## src/rtl/mips_pkg.sv

```systemverilog
// mips_pkg: MIPS32 opcode/funct constants, request-kind encoding and loader states
// shared by the instruction loader and the main control decoder.
package mips_pkg;
    localparam logic [5:0] OP_RTYPE = 6'b000000;
    localparam logic [5:0] OP_LW    = 6'b100011;
    localparam logic [5:0] OP_SW    = 6'b101011;
    localparam logic [5:0] OP_BEQ   = 6'b000100;
    localparam logic [5:0] OP_ADDI  = 6'b001000;
    localparam logic [5:0] OP_J     = 6'b000010;
    localparam logic [5:0] FN_ADD = 6'b100000;
    localparam logic [5:0] FN_SUB = 6'b100010;
    localparam logic [5:0] FN_AND = 6'b100100;
    localparam logic [5:0] FN_OR  = 6'b100101;
    localparam logic [5:0] FN_SLT = 6'b101010;
    typedef enum logic [2:0] {KIND_R, KIND_LW, KIND_SW, KIND_BEQ, KIND_ADDI, KIND_J} kind_t;
    typedef enum logic {ST_LOAD, ST_FULL} ld_state_t;
    function automatic logic funct_ok(input logic [5:0] fn);
        return fn == FN_ADD || fn == FN_SUB || fn == FN_AND || fn == FN_OR || fn == FN_SLT;
    endfunction
endpackage

```

## src/rtl/instr_loader_if.sv

```systemverilog
// instr_loader_if: field-level instruction request channel (valid/ready).
interface instr_loader_if;
    logic        req_valid;
    logic        req_ready;
    logic [2:0]  req_kind;
    logic [4:0]  req_rs, req_rt, req_rd, req_shamt;
    logic [5:0]  req_funct;
    logic [15:0] req_imm;
    logic [25:0] req_target;
    modport master (output req_valid, req_kind, req_rs, req_rt, req_rd, req_shamt,
                    req_funct, req_imm, req_target, input req_ready);
    modport slave  (input req_valid, req_kind, req_rs, req_rt, req_rd, req_shamt,
                    req_funct, req_imm, req_target, output req_ready);
endinterface

```

## src/rtl/instr_pack.sv

```systemverilog
// instr_pack: combinational fields-to-word MIPS32 encoder with a legal flag.
// ENC_CHECK_EN: also reject R-type functs outside add/sub/and/or/slt.
module instr_pack
    import mips_pkg::*;
(
    input  logic [2:0]  i_kind,
    input  logic [4:0]  i_rs,
    input  logic [4:0]  i_rt,
    input  logic [4:0]  i_rd,
    input  logic [4:0]  i_shamt,
    input  logic [5:0]  i_funct,
    input  logic [15:0] i_imm,
    input  logic [25:0] i_target,
    output logic [31:0] o_word,
    output logic        o_legal
);
    logic [5:0] w_op;
    always_comb begin
        w_op = i_kind == KIND_LW   ? OP_LW   :
               i_kind == KIND_SW   ? OP_SW   :
               i_kind == KIND_BEQ  ? OP_BEQ  :
               i_kind == KIND_ADDI ? OP_ADDI :
               i_kind == KIND_J    ? OP_J    : OP_RTYPE;
        o_word = i_kind == KIND_R ? {w_op, i_rs, i_rt, i_rd, i_shamt, i_funct} :
                 i_kind == KIND_J ? {w_op, i_target} : {w_op, i_rs, i_rt, i_imm};
`ifdef ENC_CHECK_EN
        o_legal = i_kind <= KIND_J && (i_kind != KIND_R || funct_ok(i_funct));
`else
        o_legal = i_kind <= KIND_J;
`endif
    end
endmodule

```

## src/rtl/instr_loader.sv

```systemverilog
// instr_loader: accepts encoded instruction requests and writes them to consecutive
// imem words. ENC_CHECK_EN: also reject bad functs and J targets >= DEPTH.
module instr_loader
    import mips_pkg::*;
#(
    parameter int ADDR_W = 6
) (
    input  logic              clk,
    input  logic              rst_n,
    input  logic              clear,
    instr_loader_if.slave     req,
    output logic              imem_we,
    output logic [ADDR_W-1:0] imem_addr,
    output logic [31:0]       imem_wdata,
    output logic [ADDR_W:0]   count,
    output logic              full,
    output logic              err
);
    localparam logic [ADDR_W:0] DEPTH = (ADDR_W+1)'(1) << ADDR_W;
    logic              r_we, r_err;
    logic [ADDR_W-1:0] r_addr;
    logic [31:0]       r_wdata;
    logic [ADDR_W:0]   r_count;
    logic [31:0]       w_word;
    logic              w_pk_legal, w_legal, w_ready, w_acc;
    ld_state_t         w_state;
    instr_pack u_pack (
        .i_kind(req.req_kind), .i_rs(req.req_rs), .i_rt(req.req_rt), .i_rd(req.req_rd),
        .i_shamt(req.req_shamt), .i_funct(req.req_funct), .i_imm(req.req_imm),
        .i_target(req.req_target), .o_word(w_word), .o_legal(w_pk_legal)
    );
    // The J target range depends on the memory depth, so it is checked here.
    always_comb begin
        w_state = r_count == DEPTH ? ST_FULL : ST_LOAD;
        w_ready = w_state == ST_LOAD && !clear;
`ifdef ENC_CHECK_EN
        w_legal = w_pk_legal && (req.req_kind != KIND_J || (req.req_target >> ADDR_W) == '0);
`else
        w_legal = w_pk_legal;
`endif
        w_acc = req.req_valid && w_ready;
    end
    always_ff @(posedge clk or negedge rst_n) begin
        if (!rst_n) begin
            r_we    <= 1'b0;
            r_addr  <= '0;
            r_wdata <= '0;
            r_count <= '0;
            r_err   <= 1'b0;
        end else begin
            r_we <= w_acc && w_legal;
            if (clear) begin
                r_count <= '0;
                r_err   <= 1'b0;
            end else if (w_acc && w_legal) begin
                r_addr  <= r_count[ADDR_W-1:0];
                r_wdata <= w_word;
                r_count <= r_count + 1'b1;
            end else if (w_acc) begin
                r_err <= 1'b1;
            end
        end
    end
    assign req.req_ready = w_ready;
    assign imem_we    = r_we;
    assign imem_addr  = r_addr;
    assign imem_wdata = r_wdata;
    assign count      = r_count;
    assign full       = w_state == ST_FULL;
    assign err        = r_err;
endmodule

```

## src/flat_wrapper.sv

```systemverilog
// flat-port wrapper written by rule: the top's interface ports become plain ports
module instr_loader_flat import mips_pkg::*;
#(
    parameter int ADDR_W = 6
)
  (clk, rst_n, clear, imem_we, imem_addr, imem_wdata, count, full, err, req_req_valid, req_req_kind, req_req_rs, req_req_rt, req_req_rd, req_req_shamt, req_req_funct, req_req_imm, req_req_target, req_req_ready);
  instr_loader_if req_i ();
  input  logic clk;
  input  logic rst_n;
  input  logic clear;
  output logic imem_we;
  output logic [ADDR_W-1:0] imem_addr;
  output logic [31:0] imem_wdata;
  output logic [ADDR_W:0] count;
  output logic full;
  output logic err;
  input wire logic [$bits(req_i.req_valid)-1:0] req_req_valid;
  input wire logic [$bits(req_i.req_kind)-1:0] req_req_kind;
  input wire logic [$bits(req_i.req_rs)-1:0] req_req_rs;
  input wire logic [$bits(req_i.req_rt)-1:0] req_req_rt;
  input wire logic [$bits(req_i.req_rd)-1:0] req_req_rd;
  input wire logic [$bits(req_i.req_shamt)-1:0] req_req_shamt;
  input wire logic [$bits(req_i.req_funct)-1:0] req_req_funct;
  input wire logic [$bits(req_i.req_imm)-1:0] req_req_imm;
  input wire logic [$bits(req_i.req_target)-1:0] req_req_target;
  output wire logic [$bits(req_i.req_ready)-1:0] req_req_ready;
  assign req_i.req_valid = req_req_valid;
  assign req_i.req_kind = req_req_kind;
  assign req_i.req_rs = req_req_rs;
  assign req_i.req_rt = req_req_rt;
  assign req_i.req_rd = req_req_rd;
  assign req_i.req_shamt = req_req_shamt;
  assign req_i.req_funct = req_req_funct;
  assign req_i.req_imm = req_req_imm;
  assign req_i.req_target = req_req_target;
  assign req_req_ready = req_i.req_ready;
  instr_loader #(.ADDR_W(ADDR_W)) u_core (.clk(clk), .rst_n(rst_n), .clear(clear), .req(req_i), .imem_we(imem_we), .imem_addr(imem_addr), .imem_wdata(imem_wdata), .count(count), .full(full), .err(err));
endmodule
```

## config.mk

```make
export PLATFORM = sky130hd
export DESIGN_NAME = instr_loader_flat
export DESIGN_NICKNAME = d
export VERILOG_FILES = /design/src/rtl/mips_pkg.sv /design/src/rtl/instr_loader_if.sv /design/src/rtl/instr_pack.sv /design/src/rtl/instr_loader.sv /design/src/flat_wrapper.sv
export SDC_FILE = /design/constraint.sdc
export NUM_CORES = 1
export LEC_CHECK = 0
export BUFFER_PORTS_ARGS = -buffer_cell sky130_fd_sc_hd__clkbuf_2
export CELL_PAD_IN_SITES_DETAIL_PLACEMENT = 1
export CELL_PAD_IN_SITES_GLOBAL_PLACEMENT = 1
export CORE_ASPECT_RATIO = 0.5
export CORE_MARGIN = 5
export CORE_UTILIZATION = 30
export DETAILED_ROUTE_END_ITERATION = 6
export PLACE_DENSITY = 0.87
export SYNTH_ARGS = -nofsm -noshare
export SYNTH_HDL_FRONTEND = slang
export SYNTH_SLANG_ARGS = --single-unit
export TNS_END_PERCENT = 1
```

## constraint.sdc

```tcl
create_clock -name clk -period 1.8 [get_ports clk]
set_input_delay 0.09 -clock clk [delete_from_list [all_inputs] [get_ports clk]]
set_output_delay 0.09 -clock clk [all_outputs]
set_load 0.02 [all_outputs]
```

# Word-level counts from Yosys, hierarchy flattened
# Index checks and enable logic that the tools add are counted.
# op_classes
add_sub_neg	1
n_lt_le_gt_ge	1
eq_ne	7
mux	13
n_bitwise	2
n_reduce_logical	9
# op_table
operator	count
$mux 26	2
$mux 7	2
$mux 6	2
$mux 4	2
$add 7x1->7 const B	1
$eq 7x7->1 const B	1
$eq 3x2->1 const B	2
$eq 3x3->1 const B	2
$mux 1	4
$reduce_and 2->1	2
$reduce_bool 2->1	2
$eq 3x1->1 const B	1
$le 3x3->1 const B	1
$logic_and 1x1->1	3
$logic_not 3->1	1
$mux 2	1
$ne 2x2->1 const B	1
$not 1->1	2
$logic_not 1->1	1
# word_totals
register_bits	47
in_bits	75
out_inout_bits	49
word_cells	38

# Depth between registers and ports, before layout
# depth
depth_word	8
ltp_mapped	8
mapped_depth_nobuf	6

# Hierarchy
# From an unflattened synthesis, not the netlist that was laid out.
# unflattened
hier_cells	252
area_unflattened_um2	2881.5
# modules_own_cells
mod	n_inst	cells_each	area_per_inst_um2	seq_area_each_um2
instr_loader	1	130	2003.2	1176.1
instr_pack	1	122	878.3	0.0

# Worst setup path after synthesis
# No wires, ideal clock.
# synth_timing
path_type	flip-flop to flip-flop
from	register u_core.r_count[5] (netlist: u_core.count[5])
to	register u_core.r_addr[2] (netlist: u_core.imem_addr[2])
setup_ps	125
arrival_ps	1770
required_time_ps	1675
slack_ps	-95
path_stages_with_launch	5
path_buffers	1
synth_period_minus_slack_ps	1895
cell_sequence	dfrtp_1 -> or4_4 -> o211ai_2 -> buf_4 -> mux2_2
# synth_via
elab_chain_len	7
# synth_rtl
element	line_no	rtl
from (decl)	instr_loader.sv:23	logic [ADDR_W:0] r_count;
from (signal assigned)	instr_loader.sv:58	r_count <= r_count + 1'b1;
$eq 7x7->1	instr_loader.sv:34	w_state = r_count == DEPTH ? ST_FULL : ST_LOAD;
$mux 1	instr_loader.sv:34	
$not 1->1	instr_loader.sv:35	w_ready = w_state == ST_LOAD && !clear;
$logic_and 1x1->1	instr_loader.sv:35	
$logic_and 1x1->1	instr_loader.sv:41	w_acc = req.req_valid && w_ready;
$logic_and 1x1->1	instr_loader.sv:55	end else if (w_acc && w_legal) begin
$reduce_and 2->1 (no source line)	n/a	
to (signal assigned)	instr_loader.sv:56	r_addr <= r_count[ADDR_W-1:0];
to (decl)	instr_loader.sv:21	logic [ADDR_W-1:0] r_addr;
# Every way passes these cells.
# A chain may end at the register's enable or synchronous reset.

# Final worst setup path
# layout_timing
from	register u_core.r_count[5] (netlist: u_core.count[5])
to	register u_core.r_wdata[9] (netlist: u_core.imem_wdata[9])
# layout_via
elab_chain_len	7
# layout_rtl
element	line_no	rtl
$eq 7x7->1	instr_loader.sv:34	
$mux 1	instr_loader.sv:34	
$not 1->1	instr_loader.sv:35	
$logic_and 1x1->1	instr_loader.sv:35	
$logic_and 1x1->1	instr_loader.sv:41	
$logic_and 1x1->1	instr_loader.sv:55	
$reduce_and 2->1 (no source line)	n/a	
to (signal assigned)	instr_loader.sv:57	r_wdata <= w_word;
to (decl)	instr_loader.sv:22	logic [31:0] r_wdata;
# Every way passes these cells.

==> results.toml <==
[outcome]
status = "finished, violations left"
violations = "negative setup slack"

[global_route]
grt_overflow = 0
antenna_found_initial = 0
use_met2 = 0.370
grt_use_met3 = 0.0475
top_usage_layer = "met2"
grt_start_max_net_pins = 26
grt_first_pass_wirelength_um = 16000
grt_util_met1 = 0.216
grt_pass1_vias = 2983
grt_use_total = 0.196

[cells_and_area]
fin_nets = 471
drive_gt1_frac = 0.446
fin_cells = 507
syn2layout_area_growth_pct = 48.1
n_antenna_cell = 0

[setup_path]
cp-start-kind = "register"
path_depth = 6
crit_type = "reg -> reg"
critPathMaxStageDelay_ns = 0.57
timing.critical_path.buf_inv = 2
worstPathMaxFanout = 11
required_ns = 1.97
slowest_stage = "or4_4"
path_cells = "or4_4 > o211ai_4 > buf_12 > buf_12 > a21oi_1 > a22o_1"
reg2reg_depth = 6
rrSetupSlack_ns = -0.14
crit_top_cell = "buf_12"
worstPathArrival_ns = 2.10
crit_family = "simple AND/OR/NAND/NOR gates"
crit_path_end_kind = "register"

[synthesis]
synth_edf_count = 0
yosys_warnings = 0
synthArstFlopShare = 1.00
syn_area_um2 = 2460
synthDistinctLibCells = 36
synth.net_count = 340
synthesis.area_per_instance_um2 = 9.36
ys_ff_latch = 45
yosysSeqAreaShare = 0.457
synth_ff_type = "dfrtp_1"
synthCells = 263

[cts]
cts_num_sinks = 45
clock_insertion_delay_worst_skew_ns = 0.29
cts_root_buf = "clkbuf_16"
cts.clk_slew.worst_paths_ns = 0.06
clockBufferDepth = 2
h-tree-depth = 2
cts_inserted_buffers = 5
cts_tree = "done"

[sta]
finalMaxSlewViolations = 0
fmax_mhz = 516
rsz0062_at_grt = "true"
skew_ns = 0.00577
worst_slack_ns = -0.138
worst_pin_slew_ns = 0.701
hold_viol_final = 0
layout_min_cycle_time_ns = 1.94
max-slew-margin-rel = 0.532
finalCritPeriodShare = 1.08
setup_viol = 35

[job]
max_cap_violations = 0

[hold_path]
hold_depth = 3
hold_path_class = "in -> reg"

[route]
vias_per_cell = 5.27
drc = 0
post_drt_wl_per_cell_um = 20.3
postRouteAntennaNets = 0
drt_wl_total_um = 10300
first_iter_violations = 173
dr.pass1.iters = 4
vias = 2673

[die]
dieArea_um2 = 10200
die_x_um = 138
ios = 124
die-height_um = 74.1
initial_core_util = 0.308
core_um2 = 8000
fp-row-count = 23

[place]
dp_hpwl_um = 6580
port_buffers = 122
dp.cells = 490
gp_congestion = 0.759
post-place-ws_ns = -0.0824

[pwr]
ir_drop_mv = 0.352
p_per_area_nw_per_um2 = 867
p_leak_nw = 1.89
-- area by class of cell --
cell class	count	area [um^2]
Multi-Input combinational cell	171	1200
Tap cell	112	140
Inverter	23	86.3
Fill cell	972	4350
Clock buffer	7	143
Sequential cell	45	1130
Clock inverter	1	30.0
Timing Repair Buffer	148	921
-- stage by stage --
step / setup TNS, ns / power, W / hold slack (ns) / area [um^2] / util
finish: -2.10 / 0.00316 / 0.0873 / 3650 / 0.456
global route: -3.09 / 0.00330 / 0.114 / 3650 / 0.456
CTS: -1.36 / 0.00315 / 0.0818 / 3630 / 0.453
detailed placement: -1.04 / 0.00202 / 0.0777 / 3250 / 0.407
global placement: -0.0511 / 0.00199 / 0.0731 / 3250 / 0.407
floorplan: -0.295 / 0.00167 / -0.206 / 2480 / -
-- worst register-to-register path: stages (launching register included) --
cell and delay, ns:
dfrtp_2 0.40, or4_4 0.57, o211ai_4 0.24, buf_12 0.17, buf_12 0.14, a21oi_1 0.07
a22o_1 0.23
-- where the power goes --
group	total, W	internal [W]	leakage [nW]	switching, W
Sequential	0.00123	0.00114	0.580	0.0000910
Clock	0.00107	0.000694	0.0841	0.000379
Combinational	0.000860	0.000347	1.23	0.000514
-- worst paths after layout --
kind,start,endpoint
max,u_core.count[5],u_core.imem_wdata[9]
min,req_req_target[21],u_core.imem_wdata[21]
max reg2reg,u_core.count[5],u_core.imem_wdata[9]
min reg2reg,u_core.imem_addr[1],u_core.imem_addr[1]
max in group asynchronous,rst_n,u_core.imem_wdata[25]
min in group asynchronous,rst_n,u_core.imem_wdata[13]
-- placed cells by master (no fill, tap or decap), types with 4 or more instances in the layout --
| cell type | n |
|---|---|
| mux2_4 | 4 |
| nor2_1 | 8 |
| inv_1 | 21 |
| a21oi_1 | 14 |
| a22o_1 | 17 |
| dfrtp_1 | 43 |
| clkbuf_2 | 121 |
| o21ai_1 | 6 |
| xnor2_1 | 5 |
| nand2_1 | 16 |
| o22ai_1 | 17 |
| buf_4 | 16 |
| clkbuf_16 | 5 |
| mux2i_1 | 10 |
| buf_12 | 6 |
| o21ai_0 | 22 |
| o221ai_1 | 16 |
-- registers in the layout (all words and copies together), names as in the netlist --
signal             count
u_core.imem_we         1
u_core.imem_addr       6
u_core.count           7
u_core.err             1
u_core.imem_wdata     30
-- routing by layer --
metal  share of wire  wire (um)  vias up
met2            0.53       5460       88
li1                -          -     1222
met3           0.041        422       21
met1            0.40       4130     1342
met4           0.027        277        0
met5               0          0        -
-- cell families after synthesis --
group	share of synthesized area
AOI/OAI and AO/OA	0.278
buffers and inverters	0.0849
DFF	0.457
and+or+nand+nor	0.0833
muxes	0.0630
xor gates and xnor gates	0.0213
adders and majority gates	0.0102
other	0.00152
-- Yosys cell counts (3+ instances only) --
master	instances	area share
a21oi_1	17	0.035
o21ai_1	5	0.010
nand3_1	3	0.0061
a22o_1	17	0.060
mux2_2	4	0.018
o221ai_1	16	0.057
inv_1	22	0.034
xnor2_1	6	0.021
clkbuf_1	13	0.020
o21ai_0	25	0.051
o22ai_1	17	0.043
dfrtp_1	45	0.46
nor2_1	9	0.014
nand2_1	19	0.029
mux2i_1	11	0.045
buf_4	6	0.018
-- repair_timing --
item | 4_1_cts | 5_1_grt
pin swaps | 11 | 15
hold endpoints to repair | 18 | 0
hold buffers | 1 | 0
setup endpoints to repair | 24 | 41
setup buffers | 5 | 2
resized for setup | 12 | 17
gates cloned | 3 | 0
Power figures use the tool's default switching activity.
